--- src/rtl/video_timing_pkg.sv ---
// Shared raster timing constants for the horizontal and vertical sync stages.
package video_timing_pkg;

    localparam int unsigned VCOUNT_W = 9;

    // Horizontal stage constants (video clocks per line)
    localparam int unsigned H_TOTAL      = 448;
    localparam int unsigned H_SYNC_BEG   = 328;
    localparam int unsigned H_SYNC_END   = 360;

    // Vertical line decode points
    localparam logic [VCOUNT_W-1:0] V_BLANK_BEG   = 9'd0;
    localparam logic [VCOUNT_W-1:0] V_SYNC_BEG    = 9'd8;
    localparam logic [VCOUNT_W-1:0] V_SYNC_END    = 9'd11;
    localparam logic [VCOUNT_W-1:0] V_BLANK_END   = 9'd32;
    localparam logic [VCOUNT_W-1:0] VPIX_BEG_ATM  = 9'd56;
    localparam logic [VCOUNT_W-1:0] VPIX_BEG_PENT = 9'd76;
    localparam logic [VCOUNT_W-1:0] VPIX_END_PENT = 9'd268;
    localparam logic [VCOUNT_W-1:0] VPIX_END_ATM  = 9'd296;

    // Frame lengths and INT lines
    localparam logic [VCOUNT_W-1:0] FRAME_LEN_PENT = 9'd320;
    localparam logic [VCOUNT_W-1:0] FRAME_LEN_48K  = 9'd312;
    localparam logic [VCOUNT_W-1:0] FRAME_LEN_128K = 9'd311;
    localparam logic [VCOUNT_W-1:0] INT_LINE_DEF   = 9'd0;
    localparam logic [VCOUNT_W-1:0] INT_LINE_128K  = 9'd1;

    typedef enum logic [1:0] {
        RASTER_PENT_A = 2'b00,
        RASTER_PENT_B = 2'b01,
        RASTER_48K    = 2'b10,
        RASTER_128K   = 2'b11
    } raster_e;

    // Last line number of the frame for a raster mode
    function automatic logic [VCOUNT_W-1:0] frame_last(input logic [1:0] raster);
        logic [VCOUNT_W-1:0] len;
        case (raster)
            RASTER_48K:  len = FRAME_LEN_48K;
            RASTER_128K: len = FRAME_LEN_128K;
            default:     len = FRAME_LEN_PENT;
        endcase
        return len - 9'd1;
    endfunction

    function automatic logic [VCOUNT_W-1:0] int_line(input logic [1:0] raster);
        return (raster == RASTER_128K) ? INT_LINE_128K : INT_LINE_DEF;
    endfunction

endpackage

--- src/rtl/video_sync_v_if.sv ---
// Strobe inputs and vertical timing outputs of the vertical sync stage.
interface video_sync_v_if;
    logic       hsync_start;
    logic       line_start;
    logic       hint_start;
    logic       mode_atm_n_pent;
    logic [1:0] modes_raster;
    logic       vblank;
    logic       vsync;
    logic       vpix;
    logic       int_start;
    logic       frame_start;
    logic       pix_line_start;
    logic [8:0] vcount;

    modport master (
        output hsync_start, line_start, hint_start, mode_atm_n_pent, modes_raster,
        input  vblank, vsync, vpix, int_start, frame_start, pix_line_start, vcount
    );

    modport slave (
        input  hsync_start, line_start, hint_start, mode_atm_n_pent, modes_raster,
        output vblank, vsync, vpix, int_start, frame_start, pix_line_start, vcount
    );
endinterface

--- src/rtl/video_sync_v.sv ---
// Vertical sync stage: line counter, blank/sync/pixel windows and per-frame strobes.
module video_sync_v
    import video_timing_pkg::*;
(
    input  logic          clk,
    input  logic          rst_n,
    video_sync_v_if.slave vs
);

    logic [VCOUNT_W-1:0] vcount_q;
    logic                vblank_q;
    logic                vsync_q;
    logic                vpix_q;
    logic                int_start_q;
    logic                frame_start_q;
    logic                pix_line_start_q;

    logic                wrap_c;
    logic [VCOUNT_W-1:0] vpix_beg_c;
    logic [VCOUNT_W-1:0] vpix_end_c;

    // >= so a switch to a shorter frame past its end still wraps at once
    always_comb begin
        wrap_c     = 1'b0;
        vpix_beg_c = VPIX_BEG_PENT;
        vpix_end_c = VPIX_END_PENT;
        wrap_c = (vcount_q >= frame_last(vs.modes_raster));
        if (vs.mode_atm_n_pent) begin
            vpix_beg_c = VPIX_BEG_ATM;
            vpix_end_c = VPIX_END_ATM;
        end
    end

    always_ff @(posedge clk or negedge rst_n) begin
        if (!rst_n) begin
            vcount_q         <= '0;
            vblank_q         <= 1'b0;
            vsync_q          <= 1'b0;
            vpix_q           <= 1'b0;
            int_start_q      <= 1'b0;
            frame_start_q    <= 1'b0;
            pix_line_start_q <= 1'b0;
        end else begin
            frame_start_q    <= vs.hsync_start && wrap_c;
            int_start_q      <= vs.hint_start && (vcount_q == int_line(vs.modes_raster));
            pix_line_start_q <= vs.line_start && vpix_q;
            if (vs.hsync_start) begin
                vcount_q <= wrap_c ? '0 : vcount_q + 9'd1;

                if (vcount_q == V_BLANK_BEG)      vblank_q <= 1'b1;
                else if (vcount_q == V_BLANK_END) vblank_q <= 1'b0;

                if (vcount_q == V_SYNC_BEG)      vsync_q <= 1'b1;
                else if (vcount_q == V_SYNC_END) vsync_q <= 1'b0;

                // Clear has priority if a mode change makes both points coincide
                if (vcount_q == vpix_end_c)      vpix_q <= 1'b0;
                else if (vcount_q == vpix_beg_c) vpix_q <= 1'b1;
            end
        end
    end

    assign vs.vcount         = vcount_q;
    assign vs.vblank         = vblank_q;
    assign vs.vsync          = vsync_q;
    assign vs.vpix           = vpix_q;
    assign vs.int_start      = int_start_q;
    assign vs.frame_start    = frame_start_q;
    assign vs.pix_line_start = pix_line_start_q;

endmodule

--- src/flat_wrapper.sv ---
// flat-port wrapper written by rule: the top's interface ports become plain ports
module video_sync_v_flat import video_timing_pkg::*;
  (clk, rst_n, vs_hsync_start, vs_line_start, vs_hint_start, vs_mode_atm_n_pent, vs_modes_raster, vs_vblank, vs_vsync, vs_vpix, vs_int_start, vs_frame_start, vs_pix_line_start, vs_vcount);
  video_sync_v_if vs_i ();
  input  logic clk;
  input  logic rst_n;
  input wire logic [$bits(vs_i.hsync_start)-1:0] vs_hsync_start;
  input wire logic [$bits(vs_i.line_start)-1:0] vs_line_start;
  input wire logic [$bits(vs_i.hint_start)-1:0] vs_hint_start;
  input wire logic [$bits(vs_i.mode_atm_n_pent)-1:0] vs_mode_atm_n_pent;
  input wire logic [$bits(vs_i.modes_raster)-1:0] vs_modes_raster;
  output wire logic [$bits(vs_i.vblank)-1:0] vs_vblank;
  output wire logic [$bits(vs_i.vsync)-1:0] vs_vsync;
  output wire logic [$bits(vs_i.vpix)-1:0] vs_vpix;
  output wire logic [$bits(vs_i.int_start)-1:0] vs_int_start;
  output wire logic [$bits(vs_i.frame_start)-1:0] vs_frame_start;
  output wire logic [$bits(vs_i.pix_line_start)-1:0] vs_pix_line_start;
  output wire logic [$bits(vs_i.vcount)-1:0] vs_vcount;
  assign vs_i.hsync_start = vs_hsync_start;
  assign vs_i.line_start = vs_line_start;
  assign vs_i.hint_start = vs_hint_start;
  assign vs_i.mode_atm_n_pent = vs_mode_atm_n_pent;
  assign vs_i.modes_raster = vs_modes_raster;
  assign vs_vblank = vs_i.vblank;
  assign vs_vsync = vs_i.vsync;
  assign vs_vpix = vs_i.vpix;
  assign vs_int_start = vs_i.int_start;
  assign vs_frame_start = vs_i.frame_start;
  assign vs_pix_line_start = vs_i.pix_line_start;
  assign vs_vcount = vs_i.vcount;
  video_sync_v u_core (.clk(clk), .rst_n(rst_n), .vs(vs_i));
endmodule
--- config.mk ---
export PLATFORM = sky130hd
export DESIGN_NAME = video_sync_v_flat
export DESIGN_NICKNAME = d
export VERILOG_FILES = /design/src/rtl/video_timing_pkg.sv /design/src/rtl/video_sync_v_if.sv /design/src/rtl/video_sync_v.sv /design/src/flat_wrapper.sv
export SDC_FILE = /design/constraint.sdc
export NUM_CORES = 1
export LEC_CHECK = 0
export CAP_MARGIN = 5
export CORE_MARGIN = 3
export CORE_UTILIZATION = 35
export DETAILED_ROUTE_END_ITERATION = 16
export PLACE_DENSITY_LB_ADDON = 0.15
export SETUP_SLACK_MARGIN = 0.5
export SYNTH_ARGS = -nofsm -noshare
export SYNTH_HDL_FRONTEND = slang
export SYNTH_SLANG_ARGS = --single-unit
--- constraint.sdc ---
create_clock -name clk -period 1.5 [get_ports clk]
set_clock_uncertainty 0.2 [all_clocks]
set_input_delay 0.3 -clock clk [delete_from_list [all_inputs] [get_ports clk]]
set_output_delay 0.3 -clock clk [all_outputs]
set_load 0.02 [all_outputs]
; ---- Yosys cells after proc, flatten, opt, wreduce, memory -nomap -nowiden
; Index checks and enable logic that the tools add are counted.
[classes]
add_sub_neg = 2
magnitude_cmp = 1
n_eq_ne = 8
n_mux = 11
reduce_logical = 10
[ops]
columns = cell, count
row1 = 9-bit by 4-bit == test with 1-bit output (second input constant), 2
row2 = 9-bit == test, 2
row3 = 7-bit one-hot mux with 2 select lines, 1
row4 = 9-bit by 1-bit adder with 9-bit output (second input constant), 1
row5 = 9-bit by 6-bit == test with 1-bit output (second input constant), 1
row6 = 9-bit by 7-bit == test with 1-bit output, 1
row7 = 9-bit greater-or-equal comparator, 1
row8 = 9-bit zero test, 1
row9 = 9-bit 2-to-1 mux, 1
row10 = 9-bit by 1-bit subtractor with 9-bit output (second input constant), 1
row11 = 1-bit 2-to-1 mux, 7
row12 = 7-bit 2-to-1 mux, 1
row13 = 6-bit 2-to-1 mux, 1
row14 = 2-bit AND reduction, 3
row15 = 2-bit nonzero test, 3
row16 = 2-bit == test (second input constant), 2
row17 = 1-bit logical AND, 3
[word_totals]
regBits = 15
out_inout_bits = 15
word_cells = 39

; ---- Depth between registers and ports, before layout
[logic_depth]
ltp_word = 5
ltp_mapped = 8

; ---- Worst setup path before layout
; OpenSTA, ideal clock, no wires.
[synth_path]
path_type = input-to-reg
startpoint = in vs_modes_raster[0]
endpoint = reg u_core.frame_start_q, in the netlist u_core.vs.frame_start
setup_ns = 0.127
arrival_time_ns = 1.625
slack_ns = -0.452
path_stages = 8
path_cell_list = nand2b_1 -> ha_1 -> xnor2_1 -> ha_1 -> a21o_1 -> nand2_1 -> a21boi_2 -> or2_2
[synth_via]
elab_chain_len = 5
elab_cells_between_ends = 6
[synth_lines]
columns = item, line
row1 = "start, declared", flat_wrapper.sv:11  ; input wire logic [$bits(vs_i.modes_raster)-1:0] vs_modes_raster;
row2 = 2-bit == test, video_timing_pkg.sv:38  ; case (raster)
row3 = 7-bit one-hot mux with 2 select lines (*), video_timing_pkg.sv:38
row4 = 9-bit by 1-bit subtractor with 9-bit output (*), video_timing_pkg.sv:43  ; return len - 9'd1;
row5 = 9-bit greater-or-equal comparator (*), video_sync_v.sv:27  ; wrap_c = (vcount_q >= frame_last(vs.modes_raster));
row6 = 1-bit logical AND (*), video_sync_v.sv:44  ; frame_start_q <= vs.hsync_start && wrap_c;
row7 = "end signal, assigned", video_sync_v.sv:44
row8 = "end, declared", video_sync_v.sv:15  ; logic frame_start_q;
; Mark *: on every way between the ends. The rest lies on a longest branch, timed or not.
; A chain may end at the register's enable or synchronous reset.

; ---- Worst setup path after layout
; Same ends and word-level chain as after synthesis.

==> reports/metrics.cfg <==
[pwr]
p_per_area_mw_per_mm2=1100
ir_drop_mv=0.727
power_leakage_nw=0.767

[clock_tree]
htree_levels=1
cts.reportedPaths.clkPinSlew_ps=90
cts.sinks=15
cts_tree=done
cts_buffers=3
cts.path.max_buffers=2
clock_latency_ps=290
hold_buffers=0
root_buffer=clkbuf_4

[yosys]
yosys.area_share.simple=0.257
synth-xor-area-share=0.101
yosysWarnings=0
synth_top_family_by_area=simple AND/OR/NAND/NOR gates
muxShareOfSynthArea=0.0105
ys_seq_area_frac=0.395
syn_nets=112
synth.distinct_cells=36
syn_area_per_cell_um2=9.79
synth-compound-area-share=0.0817
synth_edf_count=0
synth-adder-area-share=0.0922
syn_area_um2=950
synth_cells=97
async_reset_ff_frac=1.00
synth_ff_type=dfrtp_1
ys_ff_latch=15

[setup_path]
crit_path_start_kind=primary input
arrival_ps=1810
cp_max_fo=8
crit_path_end_kind=flip-flop
path_class=primary input to flip-flop
cp_data_required_time_ps=1530
reg2reg_depth=5

[outcome]
outcome=finished with violations
violations=negative setup slack

[finish]
fin_area_mm2=0.00159
nets=172
final_core_util=0.629
num_antenna_cells=0
syn2layout_area_growth_pct=67.2
nFillCells=221
drive_gt1_frac=0.487
final_common_cell=buf_4
most-common-layout-cells=buf_4, buf_6, dfrtp_1

[sta]
final_hold_viol_count=0
finalMaxSlewViolations=0
max_freq_mhz=563
setup_viol=15
rsz0062_at_grt=true
final_min_period_over_clock_period=1.19
fin_crit_ps=1780
hold_ws_ps=122
fin_ws_ps=-278

[grt]
grt_usage=0.165
overflow=0
grt_pass1_vias=918
grt_max_degree=16
antenna_found_initial=0
grt_pass1_wl_um=4270

[routing]
drc=0
route.vias.total=922
finalWirelength_um=2550
drt_iter0_markers=17
viasPerCell=4.96
dr.pass1.iters=4
wire_per_inst_um=13.7
drt.antenna.violating_nets=0

[die]
num_rows=18
io_pins=23
start_util=0.376
die_width_um=58.1
die_area_mm2=0.00337
coreArea_mm2=0.00252
die_h_um=58.1

[flow_run]
max_cap_viol_count=0

[placed_design]
dp_hpwl_um=1880
place_area_mm2=0.00138
portBuffers=22
gp_congestion=0.832

[worst_hold_path]
worstHoldPathType=primary input to async pin

-- area by class of cell --
type                    count  area, um^2  share of cell area
well taps                  30        37.5              0.0236
clock buffers               4        26.3              0.0165
inverters                   5        18.8              0.0118
flip-flops and latches     15         380               0.240
repair buffers             58         531               0.334
multi-input cells          74         594               0.374
-- sequential cells by signal, summed over array words and instances (netlist names) --
signal,cells
u_core.vs.vpix,1
u_core.vs.vcount,9
u_core.vs.int_start,1
u_core.vs.vsync,1
u_core.vs.pix_line_start,1
u_core.vs.vblank,1
u_core.vs.frame_start,1
-- stage by stage --
step                      total power [mW]  cells  setup TNS, ps  setup slack [ps]
after floorplan                      0.996     97          -3460              -355
after global placement                1.34    169         -10710              -955
after detailed placement              1.35    169         -11620             -1040
after CTS                             1.70    181          -3000              -287
after global routing                  1.87    186          -4020              -334
final                                 1.74    186          -2920              -278
-- layer usage --
layer / track usage / vias to the layer above / routed length [um]
li1: - / 456 / -
met1: 0.212 / 447 / 1130
met2: 0.281 / 19 / 1320
met3: 0.0423 / 0 / 110
met4: 0.0298 / 0 / 0
met5: 0 / - / 0
-- critical path, cell delays in order --
cell	delay, ps
buf_6	90
nand2b_4	140
ha_4	160
xnor2_2	120
ha_1	300
nand2b_1	60
a21o_1	190
a21boi_4	290
or2_4	160
-- Yosys cell counts, drive strengths merged, types with 2 or more instances --
cell    count  area share
a21o        2       0.016
and3        4       0.029
buf         2       0.024
dfrtp      15        0.40
ha          7       0.092
inv         5       0.020
nand2       7       0.028
nand2b      2       0.013
nand3       6       0.032
nand4       2       0.013
nor2        4       0.016
nor3        8       0.042
o21ai       2       0.011
o22ai       2       0.013
xnor2       6       0.055
xor2        5       0.046
-- logic make-up after synthesis --
group | count (synthesis)
and+or+nand+nor | 43
xor gates and xnor gates | 11
AOI/OAI and AO/OA | 11
buffers and inverters | 8
DFF | 15
adders and majority gates | 7
other | 1
muxes | 1
-- power by group --
group          internal (mW)  switching (mW)
clock                  0.103           0.133
sequential             0.479          0.0906
combinational          0.490           0.448
-- what timing repair did --
item	in CTS	in global routing
setup endpoints to repair	29	29
buffers inserted	8	5
pin swaps	7	6
resized for setup	107	8
-- worst paths after layout --
path	start	to	slack [ps]
hold reg to reg	u_core.vs.vpix$_DFFE_PN0P_	u_core.vs.pix_line_start$_DFF_PN0_	420
setup / recovery	vs_modes_raster[0]	u_core.vs.frame_start$_DFF_PN0_	-280
max in group asynchronous	rst_n	u_core.vs.vcount[3]$_DFFE_PN0P_	780
min in group clk	vs_modes_raster[0]	u_core.vs.int_start$_DFF_PN0_	360
hold / removal	rst_n	u_core.vs.vcount[1]$_DFFE_PN0P_	120
setup reg to reg	u_core.vs.vcount[4]$_DFFE_PN0P_	u_core.vs.frame_start$_DFF_PN0_	-230
Power figures use the tool's default switching activity.
